`config.mk`:
```
export PLATFORM = sky130hd
export DESIGN_NAME = restoring_divider
export DESIGN_NICKNAME = d
export VERILOG_FILES = /design/src/rtl/restoring_divider_pkg.sv /design/src/rtl/restoring_divider_cla4_sub.sv /design/src/rtl/restoring_divider.sv
export SDC_FILE = /design/constraint.sdc
export NUM_CORES = 1
export LEC_CHECK = 0
export ABC_AREA = 1
export BUFFER_PORTS_ARGS = -buffer_cell sky130_fd_sc_hd__buf_2
export CORE_MARGIN = 1.5
export CORE_UTILIZATION = 39
export DETAILED_ROUTE_END_ITERATION = 8
export GPL_TIMING_DRIVEN = 0
export SLEW_MARGIN = 20
export SYNTH_ARGS = -nofsm -noshare
export SYNTH_HDL_FRONTEND = slang
export SYNTH_SLANG_ARGS = --single-unit
```
`constraint.sdc`:
```
create_clock -name clk -period 5.85 [get_ports clk]
set_clock_uncertainty 0.05 [all_clocks]
set_input_delay 0.8775 -clock clk [delete_from_list [all_inputs] [get_ports clk]]
set_output_delay 0.8775 -clock clk [all_outputs]
set_load 0.02 [all_outputs]
```
`src/rtl/restoring_divider_pkg.sv`:
```
// Shared arithmetic definitions for the restoring divider.
// Latency: n/a (types and constant helpers only).
// Backpressure: n/a.
package restoring_divider_pkg;

  // Divider control states
  typedef enum logic [1:0] {
    IDLE = 2'd0,
    RUN  = 2'd1,
    DONE = 2'd2
  } div_state_t;

  // Bits needed to count 0..w inclusive
  function automatic int cnt_width(input int w);
    return $clog2(w + 1);
  endfunction

endpackage

```
`src/rtl/restoring_divider_cla4_sub.sv`:
```
// 4-bit carry-lookahead subtractor slice: diff = a + ~b + cin.
// Latency: purely combinational.
// Backpressure: none; cout chains into the next slice's cin.
module cla4_sub (
  input  logic [3:0] a,
  input  logic [3:0] b,
  input  logic       cin,
  output logic [3:0] diff,
  output logic       cout
);

  logic [3:0] bn;
  logic [3:0] g;
  logic [3:0] p;
  logic [3:0] c;

  // Generate/propagate terms and flattened lookahead carries
  always_comb begin
    bn   = ~b;
    g    = a & bn;
    p    = a ^ bn;
    c[0] = cin;
    c[1] = g[0] | (p[0] & cin);
    c[2] = g[1] | (p[1] & g[0]) | (p[1] & p[0] & cin);
    c[3] = g[2] | (p[2] & g[1]) | (p[2] & p[1] & g[0]) | (p[2] & p[1] & p[0] & cin);
    cout = g[3] | (p[3] & g[2]) | (p[3] & p[2] & g[1]) | (p[3] & p[2] & p[1] & g[0])
         | (p[3] & p[2] & p[1] & p[0] & cin);
    diff = p ^ c;
  end

endmodule

```
`src/rtl/restoring_divider.sv`:
```
// Unsigned restoring divider, one quotient bit per clock, MSB first.
// Latency: done pulses WIDTH+1 edges after the accepting edge (1 edge for divisor 0).
// Backpressure: start is only honoured while ready=1; it is ignored while busy.
module restoring_divider #(
  parameter int WIDTH = 8
) (
  input  logic             clk,
  input  logic             rst,
  input  logic             start,
  input  logic [WIDTH-1:0] dividend,
  input  logic [WIDTH-1:0] divisor,
  output logic             ready,
  output logic             done,
  output logic [WIDTH-1:0] quotient,
  output logic [WIDTH-1:0] remainder,
  output logic             div_by_zero
);
  import restoring_divider_pkg::*;

  localparam int            CW    = cnt_width(WIDTH);
  localparam int            NSLC  = WIDTH / 4;
  localparam logic [CW-1:0] LAST  = CW'(WIDTH - 1);

  div_state_t       state;
  logic [CW-1:0]    cnt;
  logic [WIDTH-1:0] dvr;      // captured divisor
  logic [WIDTH-1:0] rem;      // partial remainder
  logic [WIDTH-1:0] acc;      // dividend bits shift out the top, quotient bits shift in below

  logic [WIDTH-1:0] shifted;
  logic [WIDTH-1:0] trial;
  logic [NSLC:0]    carry;
  logic             borrow;
  logic             take;
  logic [WIDTH-1:0] next_rem;

  // Trial subtractor: chained 4-bit lookahead slices, +1 injected at the bottom
  assign carry[0] = 1'b1;
  for (genvar i = 0; i < NSLC; i++) begin : g_sub
    cla4_sub u_slice (
      .a    (shifted[4*i +: 4]),
      .b    (dvr[4*i +: 4]),
      .cin  (carry[i]),
      .diff (trial[4*i +: 4]),
      .cout (carry[i+1])
    );
  end
  assign borrow = ~carry[NSLC];

  // One restoring step: a lost MSB means the true shifted value already exceeds the divisor
  always_comb begin
    shifted  = {rem[WIDTH-2:0], acc[WIDTH-1]};
    take     = ~borrow | rem[WIDTH-1];
    next_rem = take ? trial : shifted;
  end

  // Control FSM with registered handshake and result outputs
  always_ff @(posedge clk) begin
    if (rst) begin
      state       <= IDLE;
      cnt         <= '0;
      dvr         <= '0;
      rem         <= '0;
      acc         <= '0;
      ready       <= 1'b1;
      done        <= 1'b0;
      quotient    <= '0;
      remainder   <= '0;
      div_by_zero <= 1'b0;
    end else begin
      case (state)
        IDLE: begin
          done <= 1'b0;
          if (start) begin
            acc         <= dividend;
            dvr         <= divisor;
            rem         <= '0;
            cnt         <= '0;
            ready       <= 1'b0;
            div_by_zero <= 1'b0;
            state       <= (divisor == '0) ? DONE : RUN;
          end
        end
        RUN: begin
          rem <= next_rem;
          acc <= {acc[WIDTH-2:0], take};
          cnt <= cnt + CW'(1);
          if (cnt == LAST) begin
            state <= DONE;
          end
        end
        DONE: begin
          // Publish results; done and ready rise together as we re-enter IDLE
          if (dvr == '0) begin
            quotient    <= '1;
            remainder   <= acc;
            div_by_zero <= 1'b1;
          end else begin
            quotient    <= acc;
            remainder   <= rem;
          end
          done  <= 1'b1;
          ready <= 1'b1;
          state <= IDLE;
        end
        default: begin
          state <= IDLE;
          ready <= 1'b1;
          done  <= 1'b0;
        end
      endcase
    end
  end

endmodule

```
==> impl_metrics.tcl, run 1 <==
set metrics [dict create \
    ctsHoldBuffers 0 \
    num_vias 2308 \
    die_h_um 82.1 \
    grt_antenna_before_repair 0 \
    dp_hpwl_mm 4.58 \
    post-route-period-util_pct 35.8 \
    avgRoutedWirePerCell_um 13.5 \
    max_freq_mhz 478 \
    cts-root-buf "clkbuf_8" \
    synth.avg_cell_area_um2 7.18 \
    dpl-instance-area_mm2 0.00271 \
    port_buffers 36 \
    final_cells 459 \
    synth_edf_count 0 \
    cts_sinks 49 \
    first_pass_iters 4 \
    clockBufferDepth 2 \
    cts_tree "done" \
    grt_pass1_wl_mm 10.2 \
    place_inst 451 \
    status "finished clean" \
    yosysTopAreaCell "dfxtp_1" \
    post-synth-top-count-cell "nand2_1" \
    final_antenna_net_count 0 \
    wl_mm 6.18 \
    grt_pass1_vias 2142 \
    arrival_ps 2280 \
    drtIter0Drc 108 \
    yosys_warnings 0 \
    p_per_area_mw_per_mm2 411 \
    gp_congestion 0.849 \
    placement_rows 28 \
    clkLatencyLatePin_ps 310 \
    pin_count 38 \
    synth_ff_type "dfxtp_1" \
    maxCapViolations 0 \
    final_hold_viol_count 0 \
    maxSlewViolCount 0 \
    cts_buffers 5 \
    r2r_setup_slack_ps 3760 \
    die_w_um 82.1 \
    cp-end-kind "register" \
    fin_hold_ws_ps 418 \
    synthTopCellsByCount "nand2_1 (76), inv_1 (53), dfxtp_1 (49), a21oi_1 (38), o21ai_0 (22)" \
    worst_pin_slew_ps 624 \
    initial_core_util_pct 40.7 \
    via_per_inst 5.03 \
    ir_worst_vdd_mv 0.203 \
    design_area_mm2 0.00283 \
    grt_usage_pct 19.9 \
    ys_types 30 \
    synth_area_mm2 0.00244 \
    cts_setup_buffers 0 \
    relSlewSlack_pct 58.4 \
    grt_overflow 0 \
    diodes 0 \
    totalPowerFinal_mw 1.16 \
    drive_gt1_share_pct 14.6 \
    design.die.area_mm2 0.00674 \
    crit_type "register to register" \
    min_period_ps 2090 \
    synth_fp_nets 370 \
    netlist.area_leader.share_pct 40.2 \
    area_delta_synth_final_pct 16.1 \
    fin_setup_tns_ps 0 \
    power.leakage_nw 1.32 \
    postCtsResizedCells 0 \
    cp-start-kind "register" \
    rsz0062_at_grt "no" \
    htreeDepth 2 \
    fill_cells 639 \
    clkTransAtPathRegs_ps 100 \
    holdCritPathClass "register to register" \
    seq_area_frac_synth_pct 40.2 \
    setup_viol 0 \
    critPathMaxFanout 4 \
    core_mm2 0.00599 \
    grt_max_degree 18 \
    ys_ff_latch 49 \
    finalNetCount 413 \
    worst-endpoint-required_ps 6030 \
    async_flop_share_pct 0 \
    drc 0 \
    yosys-top-cells-area "dfxtp_1 (40%), nand2_1 (12%), inv_1 (8.2%), a21oi_1 (7.8%), ha_1 (5.1%)" \
    syn_inst 340 \
]
## critical path: stages (launching register included)
cell,delay [ps]
dfxtp_1,350
inv_1,80
ha_1,280
inv_1,50
nand2_1,70
nand3_1,70
nand2_1,150
inv_1,80
fa_1,400
xor2_1,170
nand2_1,70
nand3_1,60
a21oi_1,120
## cells by family after synthesis
| family | after synthesis | share of synthesized area [%] |
|---|---|---|
| AO/OA/AOI/OAI | 87 | 20.4 |
| XOR/XNOR | 2 | 0.718 |
| adder cells (fa/ha/maj) | 11 | 5.95 |
| buffers and inverters | 69 | 11.3 |
| flip-flops | 49 | 40.2 |
| AND/OR/NAND/NOR | 122 | 21.4 |
## state kept, by name (all words and copies together), names as in the netlist
name	cells
acc	8
cnt	4
div_by_zero	1
done	1
dvr	8
quotient	8
ready	1
rem	8
remainder	8
state	2
## where the power goes
| part | leakage (nW) | internal, mW | total [mW] | switching [mW] |
|---|---|---|---|---|
| Clock | 0.0563 | 0.130 | 0.258 | 0.128 |
| Sequential | 0.400 | 0.377 | 0.407 | 0.0308 |
| Combinational | 0.861 | 0.183 | 0.497 | 0.314 |
## layout make-up
class	instances	area [um^2]	area share [%]
timing repair buffer	36	180	6.36
buffer	16	77.6	2.74
clock inverter	3	48.8	1.72
multi-input combinational	222	1180	41.8
inverter	53	199	7.03
clock buffer	5	68.8	2.43
tap	75	93.8	3.31
sequential	49	981	34.6
## through the flow
stage          setup slack, ps  util, %
2_1_floorplan             3950        -
3_3_place_gp              3640     45.3
3_5_place_dp              3620     45.3
4_1_cts                   3740     47.3
5_1_grt                   3540     47.3
6_report                  3760     47.3
## path summary, 6_finish.rpt
check	to	start	cells after the start
max	rem[5]	dvr[0]	12
min	done	done	2
max reg2reg	rem[5]	dvr[0]	12
min reg2reg	done	done	2
## placed cells by master, fill, tap and decap left out
cell and count:
nand2_1 76, inv_1 53, dfxtp_1 49, buf_2 41
a21oi_1 38, o21ai_0 22, nand3_1 17, o211ai_1 14
nor2_1 13, ha_1 10, clkbuf_1 9, nand4_1 8
clkbuf_8 5, nor4_1 3, a31oi_1 3, nor2_2 2
xor2_1 2, o21ai_1 2, a22oi_1 2, nor3_1 1
a21oi_2 1, o31ai_1 1, o22ai_1 1, o311a_1 1
o21a_1 1, nand2_2 1, nand3_2 1, buf_6 1
buf_4 1, a221oi_1 1, fa_1 1, bufinv_16 1
clkinvlp_4 1, inv_8 1
## per-layer routing
| metal | part of all wire, % | vias up | global-route usage [%] |
|---|---|---|---|
| li1 | - | 1211 | - |
| met1 | 52 | 1047 | 27.1 |
| met2 | 45 | 46 | 33.0 |
| met3 | 3.1 | 4 | 3.96 |
| met4 | 0.58 | 0 | 3.56 |
| met5 | 0 | - | 0 |
No activity file was read; power rests on OpenSTA's default activity.
==> run 2, diff against run 1 <==
--- a/config.mk
+++ b/config.mk
@@ -5,7 +5,7 @@
 export SDC_FILE = /design/constraint.sdc
 export NUM_CORES = 1
 export LEC_CHECK = 0
-export ABC_AREA = 1
+export ABC_AREA = 0
 export BUFFER_PORTS_ARGS = -buffer_cell sky130_fd_sc_hd__buf_2
 export CORE_MARGIN = 1.5
 export CORE_UTILIZATION = 39
==> constraint.sdc (replaced) <==
create_clock -name clk -period 1.8 [get_ports clk]
set_clock_uncertainty 0.05 [all_clocks]
set_input_delay 0.27 -clock clk [delete_from_list [all_inputs] [get_ports clk]]
set_output_delay 0.27 -clock clk [all_outputs]
set_load 0.02 [all_outputs]
==> impl_metrics.tcl, run 2 <==
set metrics [dict create \
    status "complete, but fails checks" \
    violations "setup timing" \
    min_period_ps 1990 \
    path_cells "inv_2, ha_4, or3_4, o22ai_4, buf_12, o21ai_4, a222oi_1, nor2_1" \
    cts-root-buf "clkbuf_8" \
    final_cells 427 \
    power.leakage_nw 1.24 \
    die_w_um 81.3 \
    synth-simple-area-share_pct 24.3 \
    synth_area_mm2 0.00239 \
    sw_frac_of_total_pct 32.2 \
    core_mm2 0.00592 \
    setup_viol 8 \
    relSlewSlack_pct 61.5 \
    grt_overflow 0 \
    critPathMaxFanout 7 \
    synth_ff_type "dfxtp_1" \
    synth.avg_cell_area_um2 8.08 \
    clockBufferDepth 2 \
    clkPwrFrac_pct 26.6 \
    cts_tree "done" \
    mostFrequentLayoutCells "nor2_1 (54), nand2_1 (42), dfxtp_1 (40), buf_2 (39), nor3_1 (21)" \
    synth_fp_nets 326 \
    clkTransAtPathRegs_ps 90 \
    grt_pass1_wl_mm 9.91 \
    ir_worst_vdd_mv 0.432 \
    r2r_setup_slack_ps -190 \
    first_pass_iters 4 \
    clkLatencyLatePin_ps 310 \
    rsz0062_at_grt "yes" \
    synth_edf_count 0 \
    yosysTopAreaCell "dfxtp_1" \
    internal_power_mw 2.06 \
    initial_core_util_pct 40.4 \
    area_delta_synth_final_pct 26.9 \
    worst_pin_slew_ps 575 \
    muxShareOfSynthArea_pct 3.82 \
    ctsHoldBuffers 0 \
    cts_sinks 49 \
    worst-endpoint-required_ps 1940 \
    fin_ws_ps -187 \
    grt_pass1_vias 2058 \
    gp_congestion 0.849 \
    maxSlewViolCount 0 \
    drive_gt1_share_pct 27.3 \
    fill_cells 566 \
    avgRoutedWirePerCell_um 14.5 \
    yosys_warnings 0 \
    placement_rows 28 \
    synthTopCellsByCount "nor2_1 (54), dfxtp_1 (49), nand2_1 (42), nor3_1 (21), a21oi_1 (15)" \
    cp-end-kind "register" \
    place_inst 406 \
    max_freq_mhz 503 \
    async_flop_share_pct 0 \
    ys_types 46 \
    yosys-top-cells-area "dfxtp_1 (41%), nor2_1 (8.5%), nand2_1 (6.6%), ha_1 (5.2%), nor3_1 (4.4%)" \
    wl_mm 6.18 \
    htreeDepth 2 \
    synth_xor_area_share_pct 1.47 \
    dp_hpwl_mm 4.35 \
    cp-start-kind "register" \
    finalNetCount 381 \
    power.share.combinational_pct 32.6 \
    die_h_um 81.3 \
    power.switching_mw 0.977 \
    post-route-period-util_pct 110 \
    synthAdderAreaFrac_pct 6.07 \
    crit_family "compound AO/OA/AOI/OAI gates" \
    syn_inst 296 \
    holdCritPathClass "primary input to register" \
    crit_path_max_incr_delay_ps 380 \
    cts_buffers 5 \
    crit_type "register to register" \
    seq_area_frac_synth_pct 41.0 \
    drc 0 \
    pin_count 38 \
    arrival_ps 2120 \
    via_per_inst 5.16 \
    grt_max_degree 17 \
    netlist.area_leader.share_pct 41.0 \
    ys_ff_latch 49 \
    drtIter0Drc 77 \
    synth-compound-area-share_pct 18.3 \
    synth_top_family_by_area "simple AND/OR/NAND/NOR gates" \
    crit_path_top_delay_cell "or3_4" \
    grt_antenna_before_repair 0 \
    final_hold_viol_count 0 \
    diodes 0 \
    design.die.area_mm2 0.00661 \
    final_antenna_net_count 0 \
    p_per_area_mw_per_mm2 1000 \
    num_vias 2204 \
    maxCapViolations 0 \
    grt_usage_pct 19.7 \
    seqPwrFrac_pct 40.8 \
    fin_setup_tns_ps -894 \
    layout_commonest_cell "nor2_1" \
    critical_path_buf_inv_count 2 \
    port_buffers 35 \
    post-synth-top-count-cell "nor2_1" \
]
## run 2: final cells by class
type                            count  area (um^2)  share of cell area, %
Multi-Input combinational cell    219         1420                   46.8
Sequential cell                    49          995                   32.8
Timing Repair Buffer               48          289                   9.52
Tap cell                           75         93.8                   3.09
Buffer                             16         78.8                   2.60
Clock buffer                        5         68.8                   2.27
Inverter                           12         45.0                   1.48
Clock inverter                      3         43.8                   1.44
## run 2: final timing paths
| kind | startpoint | to | cells past startpoint |
|---|---|---|---|
| max reg2reg | dvr[1] | acc[0] | 8 |
| max | dvr[1] | acc[0] | 8 |
| min reg2reg | dvr[7] | dvr[7] | 2 |
| min | divisor[2] | dvr[2] | 3 |
## run 2: what timing repair did
action	in CTS	in global routing
setup buffers	9	4
pin swaps	13	5
resized for setup	21	10
setup endpoints to repair	8	19
## run 2: cell families (layout without fill, tap and decap cells)
group	count (synthesis)	in the layout
xor gates and xnor gates	4	4
AOI/OAI and AO/OA	60	60
muxes	9	9
DFF	49	49
and+or+nand+nor	135	135
buffers and inverters	28	84
adders and majority gates	11	11
## run 2: metrics by stage
stage | utilization, % | area, um^2 | setup slack (ps) | power, mW | hold WS, ps
3_3_place_gp | 45.6 | 2700 | -231 | 2.04 | 407
5_1_grt | 51.3 | 3040 | -274 | 3.21 | 154
2_1_floorplan | - | 2430 | -138 | 1.86 | 348
4_1_cts | 50.2 | 2970 | -170 | 2.98 | 146
6_report | 51.3 | 3040 | -187 | 3.04 | 155
3_5_place_dp | 45.6 | 2700 | -228 | 2.05 | 405
## run 2: tightest hold or removal path: stages
cell	delay, ps
buf_2	100
nand2_1	50
a21oi_1	50
## run 2: layer usage
layer,global-route usage [%],up-vias,wire (um)
met4,5.69,0,95
met5,0,-,0
li1,-,1140,-
met2,31.7,36,2840
met3,3.60,10,200
met1,26.6,1018,3040
## run 2: power by group through the flow
stage / logic (mW) / clock network (mW) / registers, mW
floorplan: 0.588 / 0 / 1.27
global placement: 0.781 / 0 / 1.26
detailed placement: 0.786 / 0 / 1.26
CTS: 0.911 / 0.833 / 1.24
global route: 1.08 / 0.876 / 1.25
finish: 0.988 / 0.807 / 1.24
